$ cat config.mk
export PLATFORM = sky130hd
export DESIGN_NAME = uart_transmitter
export DESIGN_NICKNAME = d
export VERILOG_FILES = /design/src/rtl/uart_pkg.sv /design/src/rtl/uart_baud_gen.sv /design/src/rtl/uart_transmitter.sv
export SDC_FILE = /design/constraint.sdc
export NUM_CORES = 1
export LEC_CHECK = 0
export CELL_PAD_IN_SITES_DETAIL_PLACEMENT = 1
export CELL_PAD_IN_SITES_GLOBAL_PLACEMENT = 2
export CORE_ASPECT_RATIO = 1.5
export CORE_MARGIN = 2
export CORE_UTILIZATION = 38
export DETAILED_ROUTE_END_ITERATION = 7
export PLACE_DENSITY = 0.89
export SETUP_SLACK_MARGIN = 0.4
export SLEW_MARGIN = 20
export SYNTH_ARGS = -nofsm -noshare
export SYNTH_HDL_FRONTEND = slang
export SYNTH_HIERARCHICAL = 1
export SYNTH_SLANG_ARGS = --single-unit
$ cat constraint.sdc
create_clock -name clk -period 2.7 [get_ports clk]
set_input_delay 0.54 -clock clk [delete_from_list [all_inputs] [get_ports clk]]
set_output_delay 0.54 -clock clk [all_outputs]
set_load 0.05 [all_outputs]
$ cat src/rtl/uart_pkg.sv
// Shared UART definitions: frame state encoding, data width and baud divisor helper.
// Used by both the transmitter and the receiver.
package uart_pkg;

   localparam int DATA_BITS = 8;

   typedef enum logic [2:0] {
      IDLE   = 3'd0,
      START  = 3'd1,
      DATA   = 3'd2,
      PARITY = 3'd3,
      STOP   = 3'd4
   } uart_state_e;

   function automatic int clks_per_bit(input int clk_freq, input int baud_rate);
      return clk_freq / baud_rate;
   endfunction

endpackage

$ cat src/rtl/uart_baud_gen.sv
// Bit-period timer: counts 0..CLKS_PER_BIT-1 and flags the last cycle of each bit.
// clr restarts the period so the first bit lines up with the frame accept edge.
module uart_baud_gen #(
   parameter int CLKS_PER_BIT = 5208
) (
   input  logic clk,
   input  logic rst,
   input  logic clr,
   output logic bit_tick
);

   localparam int CNT_W = (CLKS_PER_BIT > 1) ? $clog2(CLKS_PER_BIT) : 1;
   localparam logic [CNT_W-1:0] CNT_MAX = CNT_W'(CLKS_PER_BIT - 1);

   logic [CNT_W-1:0] cnt_q, cnt_d;

   always_comb begin
      cnt_d = cnt_q + CNT_W'(1);
      if (clr || (cnt_q == CNT_MAX)) begin
         cnt_d = '0;
      end
   end

   always_ff @(posedge clk or negedge rst) begin
      if (!rst) begin
         cnt_q <= '0;
      end else begin
         cnt_q <= cnt_d;
      end
   end

   assign bit_tick = (cnt_q == CNT_MAX) && !clr;

endmodule

$ cat src/rtl/uart_transmitter.sv
// UART transmitter, 8N1 LSB first, idle-high line; 8E1 when UART_TX_PARITY_EN is defined.
// sout is registered so it drops on the accept edge and returns high asynchronously on reset.
module uart_transmitter
   import uart_pkg::*;
#(
   parameter int CLK_FREQ     = 50000000,
   parameter int BAUD_RATE    = 9600,
   parameter int CLKS_PER_BIT = clks_per_bit(CLK_FREQ, BAUD_RATE)
) (
   input  logic       clk,
   input  logic       rst,
   input  logic       start,
   input  logic [7:0] in_data,
   output logic       sout,
   output logic       busy,
   output logic       done
);

   localparam int IDX_W = $clog2(DATA_BITS);
   localparam logic [IDX_W-1:0] IDX_LAST = IDX_W'(DATA_BITS - 1);

   uart_state_e          state_q, state_d;
   logic [IDX_W-1:0]     bit_idx_q, bit_idx_d;
   logic [DATA_BITS-1:0] shift_q, shift_d;
   logic                 sout_q, sout_d;
   logic                 busy_q, busy_d;
   logic                 done_q, done_d;
   logic                 baud_clr;
   logic                 bit_tick;
`ifdef UART_TX_PARITY_EN
   logic                 parity_q, parity_d;
`endif

   uart_baud_gen #(
      .CLKS_PER_BIT(CLKS_PER_BIT)
   ) u_baud_gen (
      .clk      (clk),
      .rst      (rst),
      .clr      (baud_clr),
      .bit_tick (bit_tick)
   );

   always_comb begin
      state_d   = state_q;
      bit_idx_d = bit_idx_q;
      shift_d   = shift_q;
      sout_d    = sout_q;
      busy_d    = busy_q;
      done_d    = 1'b0;
      baud_clr  = 1'b0;
`ifdef UART_TX_PARITY_EN
      parity_d  = parity_q;
`endif
      case (state_q)
         IDLE: begin
            sout_d = 1'b1;
            busy_d = 1'b0;
            if (start) begin
               shift_d   = in_data;
               bit_idx_d = '0;
               sout_d    = 1'b0;
               busy_d    = 1'b1;
               baud_clr  = 1'b1;
               state_d   = START;
`ifdef UART_TX_PARITY_EN
               parity_d  = ^in_data;
`endif
            end
         end
         START: begin
            if (bit_tick) begin
               sout_d    = shift_q[0];
               bit_idx_d = '0;
               state_d   = DATA;
            end
         end
         DATA: begin
            // sout is one register stage ahead, so it loads the bit about to reach shift[0].
            if (bit_tick) begin
               shift_d = shift_q >> 1;
               if (bit_idx_q == IDX_LAST) begin
`ifdef UART_TX_PARITY_EN
                  sout_d  = parity_q;
                  state_d = PARITY;
`else
                  sout_d  = 1'b1;
                  state_d = STOP;
`endif
               end else begin
                  sout_d    = shift_q[1];
                  bit_idx_d = bit_idx_q + IDX_W'(1);
               end
            end
         end
         PARITY: begin
            if (bit_tick) begin
               sout_d  = 1'b1;
               state_d = STOP;
            end
         end
         STOP: begin
            if (bit_tick) begin
               sout_d  = 1'b1;
               busy_d  = 1'b0;
               done_d  = 1'b1;
               state_d = IDLE;
            end
         end
         default: begin
            sout_d  = 1'b1;
            busy_d  = 1'b0;
            state_d = IDLE;
         end
      endcase
   end

   always_ff @(posedge clk or negedge rst) begin
      if (!rst) begin
         state_q   <= IDLE;
         bit_idx_q <= '0;
         shift_q   <= '0;
         sout_q    <= 1'b1;
         busy_q    <= 1'b0;
         done_q    <= 1'b0;
      end else begin
         state_q   <= state_d;
         bit_idx_q <= bit_idx_d;
         shift_q   <= shift_d;
         sout_q    <= sout_d;
         busy_q    <= busy_d;
         done_q    <= done_d;
      end
   end

`ifdef UART_TX_PARITY_EN
   always_ff @(posedge clk or negedge rst) begin
      if (!rst) begin
         parity_q <= 1'b0;
      end else begin
         parity_q <= parity_d;
      end
   end
`endif

   assign sout = sout_q;
   assign busy = busy_q;
   assign done = done_q;

endmodule

; Word-level counts from Yosys, hierarchy flattened
; Cells that the tools add are included.
[classes]
reduce_logical = 13
addsub = 2
n_bitwise = 1
mux = 27
n_eq_ne = 14
[ops]
columns = operator, count
row1 = $mux W3, 9
row2 = $mux W8, 2
row3 = $pmux W8 S2, 1
row4 = $pmux W3 S5, 1
row5 = $ne A2 B2 Y1 const B, 7
row6 = $add A13 B1 Y13 const B, 1
row7 = $eq A13 B13 Y1 const B, 1
row8 = $mux W13, 1
row9 = $mux W1, 10
row10 = $pmux W3 S3, 1
row11 = $eq A3 B2 Y1 const B, 2
row12 = $eq A3 B3 Y1 const B, 2
row13 = $reduce_and A3 Y1, 2
row14 = $reduce_and A6 Y1, 1
row15 = $reduce_and A5 Y1, 1
row16 = $pmux W1 S4, 1
row17 = $add A3 B1 Y3 const B, 1
row18 = $eq A3 B1 Y1 const B, 1
row19 = $logic_not A3 Y1, 1
row20 = $pmux W1 S3, 1
row21 = $reduce_bool A3 Y1, 1
row22 = $reduce_or A3 Y1, 1
row23 = $ne A2 B1 Y1 const B, 1
row24 = $reduce_and A2 Y1, 1
row25 = 6 further kinds, 6
[totals]
regBits = 30
out_inout_bits = 3
input_bits = 11
word_cells = 64

; Depth between registers and ports, before layout
[depth]
word_depth = 6
ltp_mapped = 8
mapped_depth_nobuf = 7

; Modules after synthesis
; The synthesis kept the hierarchy.
[modules_own_cells]
columns = mod, cells_per_inst, instances, area_each_um2, seq_area_each_um2
row1 = uart_transmitter, 76, 1, 932.1, 426.7
row2 = uart_baud_gen, 69, 1, 696.9, 325.3

; Least setup slack after synthesis
; No wires, ideal clock.
[synth_timing]
path_kind = register to register
startpoint = register state_q[2]
endpoint = register shift_q[0]
setup_time_ps = 125
required_time_ps = 2575
arrival_time_ps = 2025
path_buffers = 2
path_slack_ps = 550
period_less_slack_ps = 2150
stages_incl_launch_ff = 8
path_cell_list = dfrtp_1 clkbuf_1 nor3_1 nor2_1 buf_2 nand2_2 a211oi_4 mux2_2
[synth_between]
elab_chain_len = 6
word_cells_on_any_way = 10
classes_between = eq/ne (3) / mux (2) / reduce/logical (5)
[synth_rtl]
columns = item, line
row1 = from (decl), uart_transmitter.sv:22  ; uart_state_e state_q, state_d;
row2 = from (signal assigned), uart_transmitter.sv:126  ; state_q <= state_d;
row3 = $logic_not A3 Y1, uart_transmitter.sv:54  ; case (state_q)
row4 = $mux W1, uart_transmitter.sv:54
row5 = net baud_clr, uart_transmitter.sv:28  ; logic baud_clr;
row6 = $logic_not A1 Y1, uart_baud_gen.sv:32  ; assign bit_tick = (cnt_q == CNT_MAX) && !clr;
row7 = $logic_and A1 B1 Y1, uart_baud_gen.sv:32
row8 = net bit_tick, uart_transmitter.sv:29  ; logic bit_tick;
row9 = $ne A2 B2 Y1 (no line), --
row10 = $reduce_and A3 Y1 (no line), --
row11 = to (signal assigned), uart_transmitter.sv:128  ; shift_q <= shift_d;
row12 = to (decl), uart_transmitter.sv:24  ; logic [DATA_BITS-1:0] shift_q, shift_d;
; The timed path passes the listed nets, and every way through them passes these cells.
; A chain may end at the register's enable or synchronous reset.

; Final worst setup path
[layout_timing]
startpoint = register sout_q, in the netlist sout
endpoint = output sout
[layout_rtl]
columns = item, line
row1 = from (decl), uart_transmitter.sv:25  ; logic sout_q, sout_d;
row2 = from (signal assigned), uart_transmitter.sv:129  ; sout_q <= sout_d;
row3 = to (decl), uart_transmitter.sv:14  ; output logic sout,
; No word-level cell between the ends.

==> impl_metrics.toml <==
[cts]
cts_root_buf = "clkbuf_8"
holdBufCountCts = 0
htree_levels = 2
clk_path_buf_depth = 2
cts_buffers = 5
clock-sinks = 30
clk_latency_ns = 0.28
clkTransAtPathRegs_ns = 0.07
cts_tree = "built"

[worst_setup_path]
cp_slowest_cell = "clkdlybuf4s50_1"
critPathLaunchType = "flip-flop"
r2r_cells = 7
crit_fanout = 3
rr_endpoint = "bit_idx_q[0]"
path_delay_family = "buffers and inverters"
critPathCaptureType = "output port"
worstPathArrival_ns = 1.63
critPathRequiredTime_ns = 2.16
critPathKind = "reg2out"
crit_path_max_incr_delay_ns = 0.80
critPathBufInv = 1
rrSetupSlack_ns = 0.57
reg2reg_from = "u_baud_gen/cnt_q[0]"
worstPathCellList = "clkdlybuf4s50_1"

[detailed_routing]
drtIter0Drc = 45
vias_per_cell = 5.59
dr.pass1.iters = 4
wl_per_cell_um = 16.4
vias = 1186
drc_errors = 0
final_antenna_net_count = 0
wl_um = 3470

[place]
io_buffers = 13
globalplace.congestion = 0.763
dpl.hpwl_um = 2550

[synthesis]
synth_edf_count = 0
yosysSeqAreaShare_pct = 46.2
synth_top_area_share_pct = 44.5
synth_compound_area_share_pct = 13.3
synth_most_common_cell = "dfrtp_1"
syn_area_um2 = 1630
synthXorXnorAreaFrac_pct = 1.61
yosys.area.top_type = "dfrtp_1"
ys.warnings.count = 6
postSynthCellCount = 145
async_flop_share_pct = 100
ys_ff_latch = 30
syn_avg_cell_area_um2 = 11.2
syn-num-nets = 159
synthAdderAreaFrac_pct = 2.30
synth_simple_gate_area_share_pct = 20.0
synth.area.top_cells = "dfrtp_1 (45%), mux2_2 (10%), ha_1 (2.3%)"
synth_cell_types = 49
yosys-mux-area-fraction_pct = 12.3
synth_commonest_cells = "dfrtp_1 (29), mux2_2 (15), nor2_1 (8), a21oi_1 (7), o21ai_0 (7)"
dominantRegCellSynth = "dfrtp_1"
synth_top_family_by_area = "simple AND/OR/NAND/NOR gates"

[worst_hold_path]
hp-class = "reg2reg"
min_delay_path_depth = 1
worstHoldEndpoint = "shift_q[2]"
min_from = "shift_q[2]"

[floorplan]
placementRows = 29
die_y_um = 84.2
core_area_um2 = 4170
num_io_pins = 14
die-area_um2 = 4840
die_w_um = 57.5
initial_core_util_pct = 39.0

[timing]
post-route-period-util_pct = 80.2
finalHoldViolCount = 0
setup-tns-final_ns = 0
skew_ns = 0.00403
slew_violations = 0
rsz0062_at_grt = "false"
setup_viol = 0
timing.fmax_mhz = 462
period_needed_ns = 2.17
max_slew_margin_pct = 67.1
worst_pin_slew_ns = 0.492

[job]
drv_cap = 0

[final_layout]
nFillCells = 470
fin_nets = 179
drive_above_1_share_pct = 28.3
diodes = 0
syn_to_final_growth_pct = 18.0

[pwr]
power_leakage_nw = 0.770
power.density_nw_per_um2 = 699
total_power_mw = 1.34
peakVddDrop_mv = 0.488

[global_routing]
grt_start_max_net_pins = 31
grt_pass1_vias = 1297
antenna_found_initial = 0
grt_pass1_wl_um = 6220
grt-ovfl-total = 0
gr-usage-all-layers_pct = 16.4

[status]
outcome = "finished, final reports clean"
==> how the worst max path moves through the flow <==
stage,from,end,slack [ns],cells past startpoint
2_1_floorplan,state_q[2],shift_q[0],0.55,7
3_3_place_gp,start,shift_q[5],0.24,7
3_5_place_dp,start,shift_q[0],0.13,7
4_1_cts,u_baud_gen/cnt_q[0],bit_idx_q[0],0.41,7
5_1_grt,u_baud_gen/cnt_q[0],bit_idx_q[0],0.46,7
6_report,sout,sout,0.53,1
==> sequential cells by signal, summed over array words and instances (netlist names) <==
register,flops
u_baud_gen/cnt_q,13
sout,1
state_q,3
shift_q,8
done,1
busy,1
bit_idx_q,3
==> metrics by stage <==
| step | instances | area [um2] | worst slack, ns | hold slack, ns | utilization, % |
|---|---|---|---|---|---|
| after floorplan | 145 | 1630 | 0.550 | 0.244 | - |
| after global placement | 202 | 1810 | 0.244 | 0.472 | 43.3 |
| after detailed placement | 202 | 1810 | 0.129 | 0.494 | 43.3 |
| after CTS | 212 | 1920 | 0.409 | 0.501 | 46.0 |
| after global routing | 212 | 1920 | 0.455 | 0.528 | 46.1 |
| final | 212 | 1920 | 0.535 | 0.502 | 46.1 |
==> power by group <==
part	total [mW]	internal [mW]	switching (mW)	leakage, nW
combinational	0.294	0.146	0.148	0.341
clock	0.376	0.205	0.170	0.0482
sequential	0.674	0.563	0.111	0.380
==> placed cells by master, fill, tap and decap left out, types with 3 or more instances in the layout <==
| master | netlist | final |
|---|---|---|
| clkdlybuf4s50_1 | 0 | 13 |
| a21oi_1 | 7 | 7 |
| nor2_1 | 8 | 7 |
| nor2b_1 | 3 | 3 |
| nand2_1 | 6 | 6 |
| o31ai_1 | 5 | 5 |
| clkbuf_8 | 0 | 6 |
| buf_4 | 1 | 7 |
| inv_1 | 6 | 6 |
| nand3_1 | 6 | 6 |
| dfrtp_1 | 29 | 29 |
| o21ai_0 | 7 | 7 |
| mux2_2 | 15 | 15 |
==> cells by family after synthesis <==
kind of cell	Yosys count
AO/OA/AOI/OAI	29
AND/OR/NAND/NOR	49
adder cells (fa/ha/maj)	3
flip-flops	30
XOR/XNOR	3
buffers and inverters	13
multiplexers	18
==> area by class of cell <==
type,count,area [um2],share of cell area [%]
clock buffers,7,86.3,4.49
clock inverters,1,5.00,0.260
flip-flops and latches,30,752,39.1
repair buffers,20,183,9.50
well taps,46,57.6,2.99
inverters,6,22.5,1.17
multi-input cells,102,817,42.5
==> what timing repair did <==
action	CTS	global route
buffers inserted	2	0
gates resized for setup	1	2
pin swaps	1	0
setup endpoints to repair	8	8
==> layer usage <==
layer,global-route usage (%),up-vias,part of all wire (%)
li1,-,567,-
met1,17.9,603,39
met2,30.5,11,57
met3,3.24,5,2.3
met5,0,-,0
met4,5.71,0,1.6
Power figures use the tool's default switching activity.
